<file path="config.mk">
export PLATFORM = sky130hd
export DESIGN_NAME = regfile_sb
export DESIGN_NICKNAME = d
export VERILOG_FILES = /design/src/rtl/regfile_sb.sv
export SDC_FILE = /design/constraint.sdc
export NUM_CORES = 2
export LEC_CHECK = 0
export BUFFER_PORTS_ARGS = -buffer_cell sky130_fd_sc_hd__buf_2
export CORE_MARGIN = 2
export CORE_UTILIZATION = 55
export CTS_CLUSTER_SIZE = 30
export DETAILED_ROUTE_END_ITERATION = 10
export PLACE_DENSITY = 0.76
export RECOVER_POWER = 50
export SYNTH_ARGS = -nofsm -noshare
export SYNTH_HDL_FRONTEND = slang
export SYNTH_SLANG_ARGS = --single-unit
</file>
<file path="constraint.sdc">
create_clock -name Clk -period 6.7 [get_ports Clk]
set_clock_uncertainty 0.05 [all_clocks]
set_input_delay 0.67 -clock Clk [delete_from_list [all_inputs] [get_ports Clk]]
set_output_delay 0.67 -clock Clk [all_outputs]
set_load 0.02 [all_outputs]
</file>
<file path="src/rtl/regfile_sb.sv">
`default_nettype none
// ============================================================================
// Module   : regfile_sb
// Purpose  : Two-read / one-write register file with an issue scoreboard,
//            optional hardwired-zero register 0 and write-to-read forwarding.
// Revision : 1.0 - initial release
// ============================================================================
module regfile_sb #(
  parameter int WIDTH    = 32,
  parameter int DEPTH    = 32,
  parameter int AW       = 5,
  parameter int ZERO_REG = 1,
  parameter int BYPASS   = 1
) (
  input  logic             Clk,
  input  logic             Clrn,
  input  logic             We,
  input  logic [AW-1:0]    Wa,
  input  logic [WIDTH-1:0] Wd,
  input  logic [AW-1:0]    Ra1,
  input  logic [AW-1:0]    Ra2,
  output logic [WIDTH-1:0] Rd1,
  output logic [WIDTH-1:0] Rd2,
  output logic             Rdy1,
  output logic             Rdy2,
  input  logic             Iss,
  input  logic [AW-1:0]    Ia,
  output logic [DEPTH-1:0] Busy
);

  localparam int          IW       = (DEPTH > 1) ? $clog2(DEPTH) : 1;
  localparam logic [AW:0] DEPTH_W  = (AW+1)'(DEPTH);
  localparam bit          HAS_ZERO = (ZERO_REG != 0);
  localparam bit          HAS_BYP  = (BYPASS != 0);

  logic [WIDTH-1:0] mem_q [DEPTH];
  logic [WIDTH-1:0] mem_d [DEPTH];
  logic [DEPTH-1:0] busy_q;
  logic [DEPTH-1:0] busy_d;

  logic w_wr_legal;
  logic w_iss_legal;

  assign w_wr_legal  = We  && ({1'b0, Wa} < DEPTH_W) && !(HAS_ZERO && (Wa == '0));
  assign w_iss_legal = Iss && ({1'b0, Ia} < DEPTH_W) && !(HAS_ZERO && (Ia == '0));

  // Issue is applied after the write so a same-cycle issue keeps the bit set.
  always_comb begin
    mem_d  = mem_q;
    busy_d = busy_q;
    if (w_wr_legal) begin
      mem_d[Wa[IW-1:0]]  = Wd;
      busy_d[Wa[IW-1:0]] = 1'b0;
    end
    if (w_iss_legal) begin
      busy_d[Ia[IW-1:0]] = 1'b1;
    end
  end

  always_ff @(posedge Clk or negedge Clrn) begin
    if (!Clrn) begin
      for (int i = 0; i < DEPTH; i++) begin
        mem_q[i] <= '0;
      end
      busy_q <= '0;
    end else begin
      mem_q  <= mem_d;
      busy_q <= busy_d;
    end
  end

  // Returns {rdy, data}; forwarding is gated by Clrn so reset reads stay zero.
  function automatic logic [WIDTH:0] read_port(input logic [AW-1:0] ra);
    logic [WIDTH-1:0] data;
    logic             rdy;
    data = '0;
    rdy  = 1'b1;
    if (HAS_BYP && Clrn && w_wr_legal && (Wa == ra)) begin
      data = Wd;
    end else if (({1'b0, ra} < DEPTH_W) && !(HAS_ZERO && (ra == '0))) begin
      data = mem_q[ra[IW-1:0]];
      rdy  = !busy_q[ra[IW-1:0]];
    end
    return {rdy, data};
  endfunction

  assign {Rdy1, Rd1} = read_port(Ra1);
  assign {Rdy2, Rd2} = read_port(Ra2);
  assign Busy        = busy_q;

endmodule
`default_nettype wire

</file>
==> run metrics <==
Max Clk Rate 188 MHz; Post-Synth Adder-Cell Area 0%; CORE AREA 0.102 mm^2; Final HPWL DP 101,000 um; Seq/Total Area, Yosys 46.9%; worst rel slew slack -162%; Pre-antenna DRT Iters 6; gpl congestion 0.866; CP arrival 5.84 ns; leak pwr 26.8 nW; die width 324 um; ys flop type dfrtp_1; most frequent cells in the layout dfrtp_1, mux2_2, mux4_2; EDFF count, synth 0; Reg2Reg Setup Slack 5.80 ns; HP Class primary input to flop; XOR/XNOR share of the synthesized area 0.155%; TritonCTS buffer count 111; max cap viols 24; area share of the largest cell type after synthesis 46.9%; DR vias/cell 7.16; H-tree depth 3; Critical Path Start Type primary input; Avg Cell Area, Syn 14.5 um^2; largest net degree at the start of global routing 177; layout cell share with drive strength beyond 1 48.1%; area grow syn2layout 9.42%; GRT overflow 0; clock slew at reported path FFs 0.07 ns; IR drop worst, VDD 0.257 mV; final net count 3,844; Post-Place Setup Slack 2.01 ns; Fin. Hold Viols 0; GRT Total Usage 33.5%; Synth Register Bits 1,056; final design utilization 60.6%; worst r2r src mem_q[126]; # clock sinks 1,056; vias in the first global route 38,300; Starting DRT DRC Count 4,109; Crit Path Class primary input to flop; aggregate routed wire length 174,000 um; Site Rows 117; r2r endpoint mem_q[126]; final worst-path cycle share 79.3%; Synth area leader dfrtp_1; worst-path fanout max 34; Syn Nets 3,937; mapped cell area 0.0563 mm^2; failing checks max-capacitance violations, max-slew violations; first-pass GRT wire length 259,000 um; final slew viol count 631; CTS root buf clkbuf_16; post-layout minimum cycle time 5.32 ns; ys async rst share 100%; final hold slack 0.302 ns; Synth Instances 3,881; post-synth cell types 50; Worst EP required 7.22 ns; largest family of logic cells by synthesized area multiplexers; pwr/cell area 307 mW/mm^2; Yosys warnings 0; mux cell area share after synthesis 41.5%; CTS tree built; Critical Path End Type flop; status finished, violations left; vias 37,600; Simple-Gate Fraction of Synth Area 2.35%; I/O pins 154; CP endpoint mem_q[108]; Synth area leaders dfrtp_1, mux2_2, mux4_2, mux2i_1, clkbuf_1; IO Port Bufs 153; Starting Density 55.4%; post-route DRC violation count 0; total negative slack 0 ns; RSZ-0062 raised after global routing no; Final setup viols 0; die area 0.105 mm^2; post-synthesis compound-gate area fraction 5.70%; die span in y 324 um; clk buf depth 3; Worst Tran Pin Value 3.93 ns; post-route ant nets 0; DR WL/cell 33.0 um; R2R cell count 2; Critical Path Start Wa[3]; clk_lat worst skew 0.72 ns; worst setup margin 1.38 ns; initial antenna violation count 12; commonest non-fill, non-tap cell in the layout dfrtp_1
==> repair_timing <==
item	CTS	global route
hold endpoints to repair	82	0
hold buffers	1	0
gates resized for setup	0	0
endpoints found under the setup margin	0	0
buffers inserted	0	0
==> critical path, cell delays in order <==
cell	delay [ns]
clkbuf_1	0.58
nor3_1	0.24
nor4b_1	1.13
nand2b_1	2.20
mux2_2	0.94
==> cells by family after synthesis <==
kind of cell,count (synthesis)
flip-flops,1056
buffers and inverters,448
XOR/XNOR,10
AO/OA/AOI/OAI,438
multiplexers,1660
AND/OR/NAND/NOR,269
==> cell usage after synthesis, types with 32 or more instances <==
cell type	instances
clkbuf_1	276
nor2_1	39
o22ai_1	93
nand2_1	134
dfrtp_1	1056
a21oi_1	45
mux2i_1	184
a32o_1	49
buf_2	106
o21ai_0	50
o221ai_1	32
mux2_2	1038
mux4_2	438
a211oi_1	55
buf_1	46
==> area by class of cell <==
cell class                 instances  area (um^2)
inverter                           2         7.51
multi-input combinational       2377        28100
clock inverter                    44          592
sequential                      1056        26400
timing repair buffer             240         1540
clock buffer                     165         3280
fill                            7702        40100
tap                             1368         1710
antenna                            5         12.5
==> metal layers <==
| metal | track usage (%) | wire [um] | vias up |
|---|---|---|---|
| li1 | - | - | 14900 |
| met1 | 45.7 | 68200 | 20100 |
| met2 | 51.1 | 79800 | 2087 |
| met3 | 8.41 | 17300 | 524 |
| met4 | 14.8 | 8190 | 12 |
| met5 | 0 | 60 | - |
==> registers in the layout, indices dropped and copies added, names as in the netlist <==
signal	flops
mem_q	1024
Busy	32
==> through the flow <==
| stage | cell area (um^2) | power [mW] | std cells |
|---|---|---|---|
| 2_1_floorplan | 56300 | 11.2 | 3881 |
| 3_3_place_gp | 58000 | 12.3 | 5042 |
| 3_5_place_dp | 58000 | 12.5 | 5042 |
| 4_1_cts | 61900 | 18.9 | 5252 |
| 5_1_grt | 61600 | 19.7 | 5255 |
| 6_report | 61600 | 18.9 | 5257 |
==> power by group <==
part / switching [mW] / total, mW / internal [mW]
sequential: 0.921 / 8.51 / 7.59
clock: 2.72 / 6.51 / 3.79
combinational: 1.70 / 3.92 / 2.22
==> worst min path at each step <==
stage	start	end	cells after the start
after floorplan	Clrn	Busy[0]	0
after global placement	mem_q[1019]	mem_q[1019]	0
after detailed placement	mem_q[1014]	mem_q[1014]	0
after CTS	Ia[1]	Busy[27]	3
after global routing	Ia[1]	Busy[27]	3
final	Ia[1]	Busy[14]	3
Power figures use the tool's default switching activity.
